### src/rtl/mux4_rr_sel_arbiter.sv
// mux4_rr_sel_arbiter: round-robin arbiter driving the 2-bit select of a
// 4-input data mux. It holds sel/gnt for a burst and releases on last beat,
// on hold limit (MAX_HOLD accepted beats), or when the grantee drops req.
// Optional build macro MUX4_ARB_PRIO0_EN: channel 0 wins every arbitration
// it takes part in (it never preempts an active grant).
module mux4_rr_sel_arbiter #(
  parameter int unsigned MAX_HOLD = 4,
  parameter int unsigned CNT_W    = 8
) (
  input  logic       clk,
  input  logic       rst_n,
  input  logic [3:0] req,
  input  logic       last,
  input  logic       ready,
  output logic [1:0] sel,
  output logic [3:0] gnt,
  output logic       gnt_valid
);

  typedef enum logic {
    S_IDLE  = 1'b0,
    S_GRANT = 1'b1
  } state_t;

  localparam logic [CNT_W-1:0] HOLD_LAST = CNT_W'(MAX_HOLD - 1);

  state_t           r_state;
  logic [1:0]       r_ptr;
  logic [CNT_W-1:0] r_cnt;

  logic       w_beat;
  logic       w_drop;
  logic       w_release;
  logic [1:0] w_next_ptr;
  logic [1:0] w_arb_ptr;
  logic [1:0] w_idx;
  logic [1:0] w_win;
  logic       w_found;

  // Release qualification: a withdrawn grantee releases regardless of ready
  assign w_beat     = (r_state == S_GRANT) & ready;
  assign w_drop     = ~req[sel];
  assign w_release  = (r_state == S_GRANT) &
                      (w_drop | (w_beat & last) | (w_beat & (r_cnt == HOLD_LAST)));
  assign w_next_ptr = sel + 2'd1;
  assign w_arb_ptr  = w_release ? w_next_ptr : r_ptr;

  // Winner search from w_arb_ptr upwards mod 4; lowest offset wins
  always_comb begin
    w_found = 1'b0;
    w_win   = 2'd0;
    w_idx   = 2'd0;
    for (int i = 3; i >= 0; i--) begin
      w_idx = w_arb_ptr + 2'(i);
      if (req[w_idx]) begin
        w_found = 1'b1;
        w_win   = w_idx;
      end
    end
`ifdef MUX4_ARB_PRIO0_EN
    if (req[0]) begin
      w_found = 1'b1;
      w_win   = 2'd0;
    end
`endif
  end

  // Grant FSM with registered sel/gnt/gnt_valid, pointer and beat counter
  always_ff @(posedge clk or negedge rst_n) begin
    if (!rst_n) begin
      r_state   <= S_IDLE;
      r_ptr     <= 2'd0;
      r_cnt     <= '0;
      sel       <= 2'd0;
      gnt       <= 4'b0000;
      gnt_valid <= 1'b0;
    end else begin
      case (r_state)
        S_IDLE: begin
          if (w_found) begin
            r_state   <= S_GRANT;
            sel       <= w_win;
            gnt       <= 4'b0001 << w_win;
            gnt_valid <= 1'b1;
            r_cnt     <= '0;
          end
        end
        S_GRANT: begin
          if (w_release) begin
            r_ptr <= w_next_ptr;
            r_cnt <= '0;
            if (w_found) begin
              sel <= w_win;
              gnt <= 4'b0001 << w_win;
            end else begin
              r_state   <= S_IDLE;
              gnt       <= 4'b0000;
              gnt_valid <= 1'b0;
            end
          end else if (w_beat) begin
            r_cnt <= r_cnt + CNT_W'(1);
          end
        end
        default: begin
          r_state   <= S_IDLE;
          gnt       <= 4'b0000;
          gnt_valid <= 1'b0;
        end
      endcase
    end
  end

endmodule

### config.mk
export PLATFORM = sky130hd
export DESIGN_NAME = mux4_rr_sel_arbiter
export DESIGN_NICKNAME = d
export VERILOG_FILES = /design/src/rtl/mux4_rr_sel_arbiter.sv
export SDC_FILE = /design/constraint.sdc
export NUM_CORES = 1
export LEC_CHECK = 0
export ABC_CLOCK_PERIOD_IN_PS = 2800
export CORE_ASPECT_RATIO = 0.75
export CORE_UTILIZATION = 30
export CTS_CLUSTER_SIZE = 25
export DETAILED_ROUTE_END_ITERATION = 7
export PLACE_DENSITY = 0.58
export RECOVER_POWER = 100
export SYNTH_ARGS = -nofsm -noshare
export SYNTH_HDL_FRONTEND = slang
export SYNTH_SLANG_ARGS = --single-unit
### constraint.sdc
create_clock -name clk -period 2.8 [get_ports clk]
set_input_delay 0.56 -clock clk [delete_from_list [all_inputs] [get_ports clk]]
set_output_delay 0.56 -clock clk [all_outputs]
set_load 0.02 [all_outputs]
==> reports/metrics.cfg, run 1 <==
[synth]
synth.net_count=145
avgSynthCellArea_um2=8.88
synth_cell_types=40
async_reset_ff_share_pct=100
yosysSeqAreaShare_pct=37.6
synthFlopType=dfrtp_1
netlist_area_um2=1200
syn_inst=135
synth-seq-cells=18
synth_edf_count=0
yosysWarnings=0

[timing]
rsz0062_at_grt=false
hold_violations=0
min_period_ps=2710
fin_skew_ps=2.28
drv_slew=0
fin_crit_sh_pct=96.9
slew_headroom_pct=44.8
tightest_slew_ps=825
setup_viol=0
fin_ws_ps=88.1
clock.fmax_mhz=369

[setup_path]
worstPathArrival_ps=2870
cp-end-kind=register
start_kind=primary input
crit_chain=clkdlybuf4s50_1 > or4b_4 > o211a_1 > o211a_4 > and2_0 > o21ai_0 > nand3_2 > o311ai_1
timing.critical_path.slowest_cell_delay_ps=510
critPathMaxFanout=5
cp_slowest_cell=or4b_4
critical_path_class=primary input to register
cp.required_ps=2960

[flow_run]
maxCapViolCount=0

[cts]
numCtsBuffers=3
cts.htree.levels=1
hold_buffers=0
cts_tree=done
clk_pin_slew_ps=70
cts_buffer_depth=2
cts-root-buf=clkbuf_8
clock-sinks=18
clk_latency_ps=260

[pwr]
p_leak_nw=0.676
total_power_mw=1.31
ir_drop_v=0.000370
powerDensity_nw_per_um2=859

[placement]
hpwlAfterDp_mm=2.20
dp_slack_ps=-189
gp_congestion=0.983
port_buffers=14

[floorplan]
num_io_pins=15
initial_core_util_pct=32.1
die_x_um=75.0
core-area_um2=3730
core.rowCount=19
die_h_um=56.7
die_area_um2=4250

[detailed_routing]
via_count=1115
wl_per_cell_um=13.3
post-route-drc-count=0
firstDrtPassIters=4
vias_per_cell=5.26
wl_mm=2.82
first_iter_violations=95
ant_nets=0

[finish]
fillers=379
multi_input_area_um2=694
drive_above_1_share_pct=18.1
area_delta_synth_final_pct=27.1
diodes=0
regArea_um2=450
nets=171

[global_route]
grt_pass1_vias=1007
antenna_found_initial=0
gr-total-overflow=0
grt_pass1_wl_mm=4.77
track_usage_pct=14.8
grt_max_degree=19

[hold_path]
hp-class=register to register

[run_status]
status=finished clean

## per-stage QoR
| step | util (%) | setup TNS (ps) | instance area, um^2 | instances | hold slack, ps |
|---|---|---|---|---|---|
| detailed placement | 39.5 | -816 | 1470 | 208 | 484 |
| global placement | 39.5 | -877 | 1470 | 208 | 482 |
| CTS | 41.0 | 0 | 1530 | 212 | 512 |
| global route | 40.8 | 0 | 1520 | 212 | 534 |
| finish | 40.8 | 0 | 1520 | 212 | 495 |
| floorplan | - | 0 | 1200 | 135 | 264 |
## placed cells by master (no fill, tap or decap), types with 2 or more instances in the layout
cell             Yosys  final
inv_1                5      5
dfrtp_1             18     18
ha_1                 2      2
clkbuf_8             0      4
nor2b_1              2      2
buf_4                1     11
and4_1               2      2
a32o_1               3      3
nor3_1               3      3
o21ai_0             20     20
clkdlybuf4s50_1      0      6
or4b_4               2      2
mux2_2               2      2
dlygate4sd3_1        0      8
a31oi_1              2      2
o211a_1              2      2
nor2_1              10     10
a21oi_1              8      8
o2111ai_1            2      2
clkbuf_1             4      2
nand2_1             19     19
nand3_1              6      5
## critical path, delay by kind of cell
family | cells | cell delay [ps]
AOI/OAI and AO/OA | 4 | 990
buffers and inverters | 1 | 470
and+or+nand+nor | 3 | 840
## Yosys cell counts (2+ instances only)
cell | n | share of area (%)
o21ai_0 | 20 | 8.4
nand2_1 | 19 | 6.0
dfrtp_1 | 18 | 38
nor2_1 | 10 | 3.1
a21oi_1 | 8 | 3.3
nand3_1 | 6 | 2.5
inv_1 | 5 | 1.6
clkbuf_1 | 4 | 1.3
a32o_1 | 3 | 2.5
nor3_1 | 3 | 1.3
a31oi_1 | 2 | 1.0
and2_1 | 2 | 1.0
and4_1 | 2 | 1.5
ha_1 | 2 | 2.1
mux2_2 | 2 | 1.9
nor2b_1 | 2 | 1.0
o2111ai_1 | 2 | 1.5
o211a_1 | 2 | 1.7
or4b_4 | 2 | 2.3
## cell families (layout without fill, tap and decap cells)
kind of cell / Yosys count / after routing / synth area share [%]
compound gates: 46 / 46 / 27.1
xor+xnor: 1 / 1 / 0.731
fa+ha+maj: 2 / 2 / 2.09
buf+inv: 13 / 38 / 4.70
flops: 18 / 18 / 37.6
mux: 5 / 5 / 6.47
simple gates: 50 / 50 / 21.3
## sequential cells by signal (all words and copies together) (netlist names)
signal,count
r_state,1
r_cnt,8
sel,2
gnt_valid,1
r_ptr,2
gnt,4
## path summary, 6_finish.rpt
path,to,depth (start not counted),slack [ps],start
max,gnt[3],8,90,ready
min,gnt[3],2,490,gnt[3]
max reg2reg,gnt[3],8,220,r_cnt[0]
min reg2reg,gnt[3],2,490,gnt[3]
max in group asynchronous,gnt[3],1,1450,rst_n
min in group asynchronous,r_cnt[5],1,840,rst_n
## where the power goes
part / internal, mW / switching (mW)
registers: 0.321 / 0.0566
logic: 0.324 / 0.389
clock network: 0.125 / 0.0926
## cell type report
cell class	count	share of cell area, %
multi-input cells	104	45.6
flip-flops and latches	18	29.6
repair buffers	27	15.1
well taps	52	4.27
clock buffers	4	3.61
inverters	7	1.89
## what timing repair did
action                                  in CTS  in global routing
buffers inserted                             0                  0
endpoints found under the setup margin       0                  1
gates resized for setup                      0                  2
## per-layer routing
layer	GRT usage (%)	wire, um	up-vias
li1	-	-	546
met1	22.2	1440	533
met2	21.0	1210	32
met3	3.41	140	4
met4	3.77	26	0
met5	0	0	-
Power figures use the tool's default switching activity.
==> run 2: changes to the inputs <==
- CTS_CLUSTER_SIZE: 25 -> 24
- SLEW_MARGIN: unset -> 20
==> results of run 2 <==
No change in the layout: final DEF, timing and power equal those of run 1.
==> run 3: changes to the inputs <==
--- a/config.mk
+++ b/config.mk
@@ -13,4 +13,5 @@
 export PLACE_DENSITY = 0.58
 export RECOVER_POWER = 100
+export REMOVE_ABC_BUFFERS = 1
 export SLEW_MARGIN = 20
 export SYNTH_ARGS = -nofsm -noshare
==> constraint.sdc (replaced) <==
create_clock -name clk -period 2.8 [get_ports clk]
set_input_delay 0.42 -clock clk [delete_from_list [all_inputs] [get_ports clk]]
set_output_delay 0.42 -clock clk [all_outputs]
set_load 0.02 [all_outputs]
==> reports/metrics.cfg, run 3 (synthesis gave the netlist of run 1 again) <==
[timing]
clock.fmax_mhz=377
tightest_slew_ps=845
slew_headroom_pct=43.5
min_period_ps=2650
hold_violations=0
fin_crit_sh_pct=94.8
rsz0062_at_grt=false
setup_viol=0
fin_skew_ps=0.918
drv_slew=0

[finish]
largest_reg_flops=8
regArea_um2=450
final_cell_mix=20 x o21ai_0, 19 x nand2_1, 18 x dfrtp_1
area_delta_synth_final_pct=25.4
final_core_util_pct=40.3
layout_commonest_cell=o21ai_0
nets=169
multi_input_area_um2=688
diodes=0
regMostFlops=r_cnt
reg_top3=r_cnt (8), gnt (4)
drive_above_1_share_pct=17.1
fin_cells=210
fillers=375

[setup_path]
reg2reg_depth=9
cp.depth=9
start_kind=register
worstPathArrival_ps=2800
cp-startpoint=r_cnt[1]
cp-end-kind=register
endpoint=gnt[0]
path_delay_family=simple AND/OR/NAND/NOR gates
critPathMaxFanout=6
rrSetupSlack_ps=150
cp.required_ps=2940
cp_slowest_cell=or4b_4
rr_endpoint=gnt[0]
r2r_start=r_cnt[1]
crit_chain=ha_1 > or4b_4 > o211ai_2 > nand2_4 > mux2i_4 > inv_4 > mux2i_1 > nand3_1 > a32o_1
critical_path_class=register to register
critPathBufInv=1
timing.critical_path.slowest_cell_delay_ps=510

[run_status]
status=finished clean

[detailed_routing]
ant_nets=0
firstDrtPassIters=4
wl_per_cell_um=14.1
first_iter_violations=85
wl_mm=2.95
post-route-drc-count=0
via_count=1074
vias_per_cell=5.11

[cts]
clock-sinks=18
numCtsBuffers=3
cts-root-buf=clkbuf_8
ctsResizeCount=0
clk_latency_ps=260
hold_buffers=0
postCtsSetupRepairBufs=0
cts_tree=done
cts.htree.levels=1
cts_buffer_depth=2
clk_pin_slew_ps=70

[pwr]
powerDensity_nw_per_um2=862
p_leak_nw=0.667
total_power_mw=1.30
ir_drop_v=0.000344

[floorplan]
core.rowCount=19
die_area_um2=4250
die_h_um=56.7
num_io_pins=15
initial_core_util_pct=32.1
core-area_um2=3730
die_x_um=75.0

[hold_path]
hp-class=register to register

[global_route]
antenna_found_initial=0
gr-total-overflow=0
grt_pass1_wl_mm=4.97
grt_max_degree=19
grt_pass1_vias=1053
track_usage_pct=15.5

[placement]
port_buffers=14
dp_cells=206
hpwlAfterDp_mm=2.30
gp_congestion=0.839

[flow_run]
maxCapViolCount=0

[run 3: changes by cell type in the layout (fill, tap and decap cells not counted), sizes merged]
cell,before,now
buf,11,9
clkdlybuf4s50,6,5
dlygate4sd3,8,9
[run 3: worst register-to-register path: stages (launching register included)]
cell	delay, ps
dfrtp_1	390
ha_1	230
or4b_4	510
o211ai_2	260
nand2_4	80
mux2i_4	230
inv_4	90
mux2i_1	210
nand3_1	220
a32o_1	320
[run 3: worst min-delay path by stage]
stage | from | end | slack, ps | cells after the start
6_report | gnt[1] | gnt[1] | 510 | 2
5_1_grt | gnt_valid | gnt_valid | 530 | 1
4_1_cts | gnt_valid | gnt_valid | 520 | 1
3_5_place_dp | gnt_valid | gnt_valid | 480 | 1
3_3_place_gp | gnt_valid | gnt_valid | 490 | 1
2_1_floorplan | rst_n | gnt[0] | 120 | 0
[run 3: cell type report]
type                    instances  area share [%]
flip-flops and latches         18            30.0
inverters                       7            1.92
repair buffers                 25            14.3
multi-input cells             104            45.8
clock buffers                   4            3.66
well taps                      52            4.33
[run 3: power by group]
| group | total (mW) | switching (mW) | internal, mW |
|---|---|---|---|
| combinational | 0.701 | 0.392 | 0.309 |
| clock | 0.218 | 0.0931 | 0.125 |
| sequential | 0.376 | 0.0552 | 0.321 |
[run 3: stage by stage]
| stage | hold slack (ps) | setup slack (ps) | cell area [um^2] | TNS, ps |
|---|---|---|---|---|
| CTS | 516 | 134 | 1510 | 0 |
| global route | 526 | 38.4 | 1500 | 0 |
| global placement | 488 | -162 | 1460 | -577 |
| floorplan | 124 | 418 | 1170 | 0 |
| detailed placement | 482 | -117 | 1460 | -405 |
| finish | 505 | 147 | 1500 | 0 |
[run 3: per-layer routing]
layer	vias to the layer above	share of wire (%)	global-route usage (%)
li1	545	-	-
met1	509	53	23.2
met2	20	44	23.0
met3	0	2.5	2.87
met4	0	0	3.50
met5	-	0	0
